## config.mk

```make
export PLATFORM = sky130hd
export DESIGN_NAME = opendap_swd_host_serial
export DESIGN_NICKNAME = d
export VERILOG_FILES = /design/src/rtl/opendap_swd_pkg.sv /design/src/rtl/opendap_swd_host_clkgen.sv /design/src/rtl/opendap_swd_host_serial.sv
export SDC_FILE = /design/constraint.sdc
export NUM_CORES = 1
export LEC_CHECK = 0
export CORE_AREA = 2 2 100 78
export CTS_CLUSTER_SIZE = 8
export DETAILED_ROUTE_END_ITERATION = 10
export DIE_AREA = 0 0 102 80
export DONT_BUFFER_PORTS = 1
export GPL_TIMING_DRIVEN = 1
export PLACE_DENSITY_LB_ADDON = 0.25
export SYNTH_ARGS = -nofsm -noshare
export SYNTH_HDL_FRONTEND = slang
export SYNTH_SLANG_ARGS = --single-unit
```

## constraint.sdc

```tcl
create_clock -name clk -period 5.28 [get_ports clk]
set_input_delay 0.264 -clock clk [delete_from_list [all_inputs] [get_ports clk]]
set_output_delay 0.264 -clock clk [all_outputs]
set_load 0.02 [all_outputs]
```

## src/rtl/opendap_swd_pkg.sv

```systemverilog
// Shared SWD definitions: ACK codes, host engine state encoding, request header payload.
package opendap_swd_pkg;

  localparam logic [2:0] ACK_OK    = 3'b001;
  localparam logic [2:0] ACK_WAIT  = 3'b010;
  localparam logic [2:0] ACK_FAULT = 3'b100;

  localparam int unsigned LINERESET_LEN = 56;
  localparam int unsigned DATA_W        = 32;
  localparam int unsigned HDR_W         = 8;
  localparam int unsigned ACK_W         = 3;
  localparam int unsigned CNT_W         = 6;

  typedef enum logic [3:0] {
    ST_IDLE,
    ST_HEADER,
    ST_TURN_ACK,
    ST_ACK,
    ST_RDATA,
    ST_TURN_RD,
    ST_TURN_WR,
    ST_WDATA,
    ST_TURN_NAK,
    ST_LINERESET,
    ST_TRAIL
  } host_state_e;

  typedef struct packed {
    logic       ap_ndp;
    logic       r_nw;
    logic [1:0] addr;
  } swd_hdr_t;

  // Packet header, bit 0 goes on the wire first.
  function automatic logic [HDR_W-1:0] swd_header(input swd_hdr_t h);
    return {1'b1, 1'b0, h.ap_ndp ^ h.r_nw ^ h.addr[0] ^ h.addr[1],
            h.addr[1], h.addr[0], h.r_nw, h.ap_ndp, 1'b1};
  endfunction

endpackage

```

## src/rtl/opendap_swd_host_clkgen.sv

```systemverilog
// SWCLK divider: alternating fall/rise ticks every CLKDIV clk cycles while enabled.
module opendap_swd_host_clkgen #(
  parameter int unsigned CLKDIV = 2
) (
  input  logic clk,
  input  logic rst,
  input  logic i_en,
  input  logic i_stop,
  output logic swclk_out,
  output logic o_fall_tick_c,
  output logic o_rise_tick_c
);

  localparam int unsigned DIV_W = (CLKDIV > 1) ? $clog2(CLKDIV) : 1;

  logic [DIV_W-1:0] r_div;
  logic             r_phase;
  logic             w_tick;

  assign w_tick        = i_en && (r_div == DIV_W'(CLKDIV - 1));
  assign o_fall_tick_c = w_tick && !r_phase;
  assign o_rise_tick_c = w_tick && r_phase;

  // i_stop suppresses the rising edge of the final slot so SWCLK returns to idle low cleanly.
  always_ff @(posedge clk) begin
    if (rst || !i_en) begin
      r_div     <= '0;
      r_phase   <= 1'b0;
      swclk_out <= 1'b0;
    end else if (w_tick) begin
      r_div     <= '0;
      r_phase   <= ~r_phase;
      swclk_out <= r_phase && !i_stop;
    end else begin
      r_div <= r_div + DIV_W'(1);
    end
  end

endmodule

```

## src/rtl/opendap_swd_host_serial.sv

```systemverilog
// Host-side SWD serial engine: header out, ACK in, 32-bit data + parity, line reset.
// IDLE_CYCLES must be at least 1.
module opendap_swd_host_serial
  import opendap_swd_pkg::*;
#(
  parameter int unsigned CLKDIV      = 2,
  parameter int unsigned IDLE_CYCLES = 2
) (
  input  logic              clk,
  input  logic              rst,
  output logic              swclk_out,
  output logic              swdo,
  output logic              swdo_en,
  input  logic              swdi,
  input  logic              req_valid,
  output logic              req_ready,
  input  logic              req_linereset,
  input  logic              req_ap_ndp,
  input  logic              req_r_nw,
  input  logic [1:0]        req_addr,
  input  logic [DATA_W-1:0] req_wdata,
  output logic              rsp_valid,
  output logic [ACK_W-1:0]  rsp_ack,
  output logic [DATA_W-1:0] rsp_rdata,
  output logic              rsp_parity_err
);

  host_state_e       r_state, w_state_nxt;
  logic [CNT_W-1:0]  r_cnt, w_cnt_nxt, w_cnt_inc;
  swd_hdr_t          r_hdr, w_hdr_nxt;
  logic [DATA_W-1:0] r_shift, w_shift_nxt;
  logic              r_par, w_par_nxt;
  logic [ACK_W-1:0]  r_ack, w_ack_nxt, w_ack_full;
  logic              r_rd_ok, w_rd_ok_nxt;
  logic              r_perr, w_perr_nxt;
  logic              w_swdo_nxt, w_swdo_en_nxt;
  logic              w_rsp_valid_nxt, w_rsp_perr_nxt;
  logic [ACK_W-1:0]  w_rsp_ack_nxt;
  logic [DATA_W-1:0] w_rsp_rdata_nxt;
  logic [HDR_W-1:0]  w_hdr_bits;
  logic              w_fall, w_rise, w_last;

  assign req_ready  = (r_state == ST_IDLE);
  assign w_hdr_bits = swd_header(r_hdr);
  assign w_cnt_inc  = r_cnt + CNT_W'(1);
  assign w_ack_full = {swdi, r_ack[ACK_W-1:1]};
  assign w_last     = (r_state == ST_TRAIL) && (r_cnt == CNT_W'(IDLE_CYCLES - 1));

  opendap_swd_host_clkgen #(
    .CLKDIV(CLKDIV)
  ) u_clkgen (
    .clk          (clk),
    .rst          (rst),
    .i_en         (r_state != ST_IDLE),
    .i_stop       (w_last),
    .swclk_out    (swclk_out),
    .o_fall_tick_c(w_fall),
    .o_rise_tick_c(w_rise)
  );

  always_ff @(posedge clk) begin
    if (rst) begin
      r_state        <= ST_IDLE;
      r_cnt          <= '0;
      r_hdr          <= '0;
      r_shift        <= '0;
      r_par          <= 1'b0;
      r_ack          <= '0;
      r_rd_ok        <= 1'b0;
      r_perr         <= 1'b0;
      swdo           <= 1'b0;
      swdo_en        <= 1'b0;
      rsp_valid      <= 1'b0;
      rsp_ack        <= '0;
      rsp_rdata      <= '0;
      rsp_parity_err <= 1'b0;
    end else begin
      r_state        <= w_state_nxt;
      r_cnt          <= w_cnt_nxt;
      r_hdr          <= w_hdr_nxt;
      r_shift        <= w_shift_nxt;
      r_par          <= w_par_nxt;
      r_ack          <= w_ack_nxt;
      r_rd_ok        <= w_rd_ok_nxt;
      r_perr         <= w_perr_nxt;
      swdo           <= w_swdo_nxt;
      swdo_en        <= w_swdo_en_nxt;
      rsp_valid      <= w_rsp_valid_nxt;
      rsp_ack        <= w_rsp_ack_nxt;
      rsp_rdata      <= w_rsp_rdata_nxt;
      rsp_parity_err <= w_rsp_perr_nxt;
    end
  end

  // Pins change on fall ticks; sampling and state advance happen on rise ticks.
  always_comb begin
    w_state_nxt     = r_state;
    w_cnt_nxt       = r_cnt;
    w_hdr_nxt       = r_hdr;
    w_shift_nxt     = r_shift;
    w_par_nxt       = r_par;
    w_ack_nxt       = r_ack;
    w_rd_ok_nxt     = r_rd_ok;
    w_perr_nxt      = r_perr;
    w_swdo_nxt      = swdo;
    w_swdo_en_nxt   = swdo_en;
    w_rsp_valid_nxt = 1'b0;
    w_rsp_ack_nxt   = rsp_ack;
    w_rsp_rdata_nxt = rsp_rdata;
    w_rsp_perr_nxt  = rsp_parity_err;

    if (w_fall) begin
      w_swdo_en_nxt = 1'b0;
      w_swdo_nxt    = 1'b0;
    end

    case (r_state)
      ST_IDLE: begin
        if (req_valid) begin
          w_hdr_nxt   = '{ap_ndp: req_ap_ndp, r_nw: req_r_nw, addr: req_addr};
          w_shift_nxt = req_wdata;
          w_par_nxt   = req_r_nw ? 1'b0 : ^req_wdata;
          w_cnt_nxt   = '0;
          w_ack_nxt   = '0;
          w_rd_ok_nxt = 1'b0;
          w_perr_nxt  = 1'b0;
          w_state_nxt = req_linereset ? ST_LINERESET : ST_HEADER;
        end
      end
      ST_HEADER: begin
        if (w_fall) begin
          w_swdo_en_nxt = 1'b1;
          w_swdo_nxt    = w_hdr_bits[r_cnt[2:0]];
        end
        if (w_rise) begin
          w_cnt_nxt = w_cnt_inc;
          if (r_cnt == CNT_W'(HDR_W - 1)) begin
            w_cnt_nxt   = '0;
            w_state_nxt = ST_TURN_ACK;
          end
        end
      end
      ST_TURN_ACK: begin
        if (w_rise) w_state_nxt = ST_ACK;
      end
      ST_ACK: begin
        if (w_rise) begin
          w_ack_nxt = w_ack_full;
          w_cnt_nxt = w_cnt_inc;
          if (r_cnt == CNT_W'(ACK_W - 1)) begin
            w_cnt_nxt = '0;
            if (w_ack_full == ACK_OK) begin
              w_rd_ok_nxt = r_hdr.r_nw;
              w_state_nxt = r_hdr.r_nw ? ST_RDATA : ST_TURN_WR;
            end else begin
              w_state_nxt = ST_TURN_NAK;
            end
          end
        end
      end
      ST_RDATA: begin
        if (w_rise) begin
          if (r_cnt == CNT_W'(DATA_W)) begin
            w_perr_nxt  = swdi ^ r_par;
            w_cnt_nxt   = '0;
            w_state_nxt = ST_TURN_RD;
          end else begin
            w_shift_nxt = {swdi, r_shift[DATA_W-1:1]};
            w_par_nxt   = r_par ^ swdi;
            w_cnt_nxt   = w_cnt_inc;
          end
        end
      end
      ST_TURN_WR: begin
        if (w_rise) w_state_nxt = ST_WDATA;
      end
      ST_WDATA: begin
        if (w_fall) begin
          w_swdo_en_nxt = 1'b1;
          w_swdo_nxt    = (r_cnt == CNT_W'(DATA_W)) ? r_par : r_shift[0];
        end
        if (w_rise) begin
          if (r_cnt == CNT_W'(DATA_W)) begin
            w_cnt_nxt   = '0;
            w_state_nxt = ST_TRAIL;
          end else begin
            w_shift_nxt = {1'b0, r_shift[DATA_W-1:1]};
            w_cnt_nxt   = w_cnt_inc;
          end
        end
      end
      ST_TURN_RD, ST_TURN_NAK: begin
        if (w_rise) begin
          w_cnt_nxt   = '0;
          w_state_nxt = ST_TRAIL;
        end
      end
      ST_LINERESET: begin
        if (w_fall) begin
          w_swdo_en_nxt = 1'b1;
          w_swdo_nxt    = 1'b1;
        end
        if (w_rise) begin
          w_cnt_nxt = w_cnt_inc;
          if (r_cnt == CNT_W'(LINERESET_LEN - 1)) begin
            w_cnt_nxt   = '0;
            w_state_nxt = ST_TRAIL;
          end
        end
      end
      ST_TRAIL: begin
        if (w_fall) begin
          w_swdo_en_nxt = 1'b1;
          w_swdo_nxt    = 1'b0;
        end
        if (w_rise) begin
          w_cnt_nxt = w_cnt_inc;
          if (w_last) begin
            w_cnt_nxt       = '0;
            w_state_nxt     = ST_IDLE;
            w_swdo_en_nxt   = 1'b0;
            w_swdo_nxt      = 1'b0;
            w_rsp_valid_nxt = 1'b1;
            w_rsp_ack_nxt   = r_ack;
            w_rsp_rdata_nxt = r_rd_ok ? r_shift : '0;
            w_rsp_perr_nxt  = r_perr;
          end
        end
      end
      default: ;
    endcase
  end

endmodule

```

==> qor.yml <==
status: "finished, final reports clean"
maxSlewHeadroom: 0.3146
crit_chain: "nor2b_1, nand2_2, o41ai_4, buf_4, nor2_1, a211oi_1"
cts_tree: "done"
drtAntennaViolNets: 0
numCtsBuffers: 9
netlist.area_leader.share: 0.4139
crit_buf_inv: 1
first_pass_iters: 5
cts-htree-levels: 3
cp_max_fo: 64
setup_violations: 0
placementRows: 27
clock_skew_ns: 0.009756
fin_hold_ws_ns: 0.02689
final_hold_viol_count: 0
syn_avg_cell_area_sq_um: 9.167
synth_seq_cells: 94
synth_top_cell_by_area: "dfxtp_1"
areaGrowthSynthToFinish_pct: 5.118
start_util: 0.6349
power.leakage_nw: 1.885
gr-total-overflow: 0
fillers: 600
fp.coreArea_sq_mm: 0.007162
drt-total-wl_um: 10450
setup_tns_ns: 0
yosys_warnings: 0
drt-initial-drc-count: 273
wire_per_inst_um: 18.04
dieArea_sq_mm: 0.008160
end_kind: "flop"
cts_hold_buf: 1
via_per_inst: 6.245
synth-edff-count: 0
ys_seq_area_frac: 0.4139
cts_root_buf: "clkbuf_8"
ctsResizeCount: 0
worst-path-stages: 6
hp-class: "in2reg"
tightest_slew_ns: 1.025
netlist_instances: 496
ys_top_cells_by_count: "dfxtp_1, nor2_1, nand2_1, mux2i_1"
nets: 519
synth_most_common_cell: "dfxtp_1"
port_buffers: 0
via_count: 3616
whs_path_depth: 1
grt_pass1_wl_um: 16210
maxSlewViolCount: 0
die_h_um: 80
track_usage: 0.2535
timing.final.crit_share: 0.5946
clk_pin_slew_ns: 0.10
cap_violations: 0
arrival_ns: 3.41
dpl.hpwl_um: 7088
clockBufferDepth: 2
ys_dominant_reg_cell: "dfxtp_1"
async_flop_share: 0
gp_congestion: 0.8383
rsz0062_at_grt: "false"
die_x_um: 102
io_pins: 82
syn-num-nets: 541
syn_area_sq_mm: 0.004547
power_density_mw_per_mm2: 464.7
synthTopCellsByArea: "dfxtp_1, mux2i_1, a22o_1, xnor2_1, a211oi_1"
grt_max_degree: 65
yosysUniqueCellTypes: 60
cp_slowest_stage_delay_ns: 0.69
crit_slowest_cell: "dfxtp_1"
final.min_clock_period_ns: 3.140
r2r_cells: 6
clock_sinks: 94
antennaDiodeCount: 0
drive_gt1_frac: 0.07113
antenna_found_initial: 0
grt_pass1_vias: 3245
drc: 0
post-cts-setup-buffer-count: 0
clk-insertion-delay-late_ns: 0.36
max_freq_mhz: 318.5
critPathKind: "reg2reg"
path_delay_family: "simple AND/OR/NAND/NOR gates"
ir_drop_uv: 260.2
fin_util: 0.6674
worstPathRequired_ns: 5.55
startpoint_type: "flop"
## through the flow
stage	total power (W)	instance area [sq um]	cells	setup WS (ns)
after floorplan	0.001547	4547	496	3.092
after global routing	0.002349	4780	579	1.885
after global placement	0.001660	4534	563	2.241
after detailed placement	0.001687	4534	563	2.173
final	0.002221	4780	579	2.140
after CTS	0.002222	4780	579	2.171
## state kept, by name, summed over array words and instances, names as in the netlist, 3 cells and up
name	count
r_shift	32
rsp_rdata	32
r_cnt	6
r_hdr	4
r_state	4
r_ack	3
rsp_ack	3
## layer usage
layer,global-route usage,vias to the layer above,share of wire
met4,0.06400,0,0.012
met3,0.07268,11,0.075
met1,0.3762,1723,0.49
met2,0.3592,126,0.43
li1,-,1756,-
met5,0,-,0
## layout by cell type (no fill, tap or decap), types with 5 or more instances in the layout
cell type	instances
clkbuf_8	9
a22o_1	32
nand2_1	39
nor2_1	51
nor3_1	8
nor2b_1	5
dfxtp_1	94
a31oi_1	7
o21ai_0	12
mux2i_1	37
inv_1	5
xor2_1	5
a211oi_1	32
a21oi_1	23
xnor2_1	31
nand3_1	12
## worst reg2reg max path, stage by stage, from the launching register on
cell and delay, ns:
dfxtp_1 0.69, nor2b_1 0.30, nand2_2 0.61, o41ai_4 0.54
buf_4 0.55, nor2_1 0.13, a211oi_1 0.24
## area by class of cell
cell class,count,area (sq um),area share
multi-input cells,359,2477,0.5183
flip-flops and latches,94,1882,0.3937
well taps,101,126.4,0.02644
clock buffers,9,123.9,0.02592
clock inverters,6,93.84,0.01963
repair buffers,5,57.56,0.01204
inverters,5,18.77,0.003927
## path summary, 6_finish.rpt
check	end	start	slack, ns
max reg2reg	r_shift[15]$_SDFFE_PP0P_	r_state[2]$_SDFFE_PP0P_	2.14
min reg2reg	r_ack[0]$_SDFFE_PP0P_	r_ack[0]$_SDFFE_PP0P_	0.47
max	r_shift[15]$_SDFFE_PP0P_	r_state[2]$_SDFFE_PP0P_	2.14
min	r_par$_SDFFE_PP0P_	rst	0.03
## logic make-up (layout without fill, tap and decap cells)
| group | after synthesis | count (layout) | synth area share |
|---|---|---|---|
| compound gates | 131 | 131 | 0.2155 |
| mux | 38 | 38 | 0.08393 |
| fa+ha+maj | 4 | 4 | 0.01101 |
| flops | 94 | 94 | 0.4139 |
| buf+inv | 43 | 25 | 0.04238 |
| simple gates | 150 | 150 | 0.1640 |
| xor+xnor | 36 | 36 | 0.06934 |
## power breakdown
group	switching [W]	total (W)	internal [W]
logic	0.000425	0.000707	0.000282
registers	0.000158	0.000987	0.000829
clock network	0.000257	0.000527	0.000270
total	0.000840	0.00222	0.00138
No activity file was read; power rests on OpenSTA's default activity.
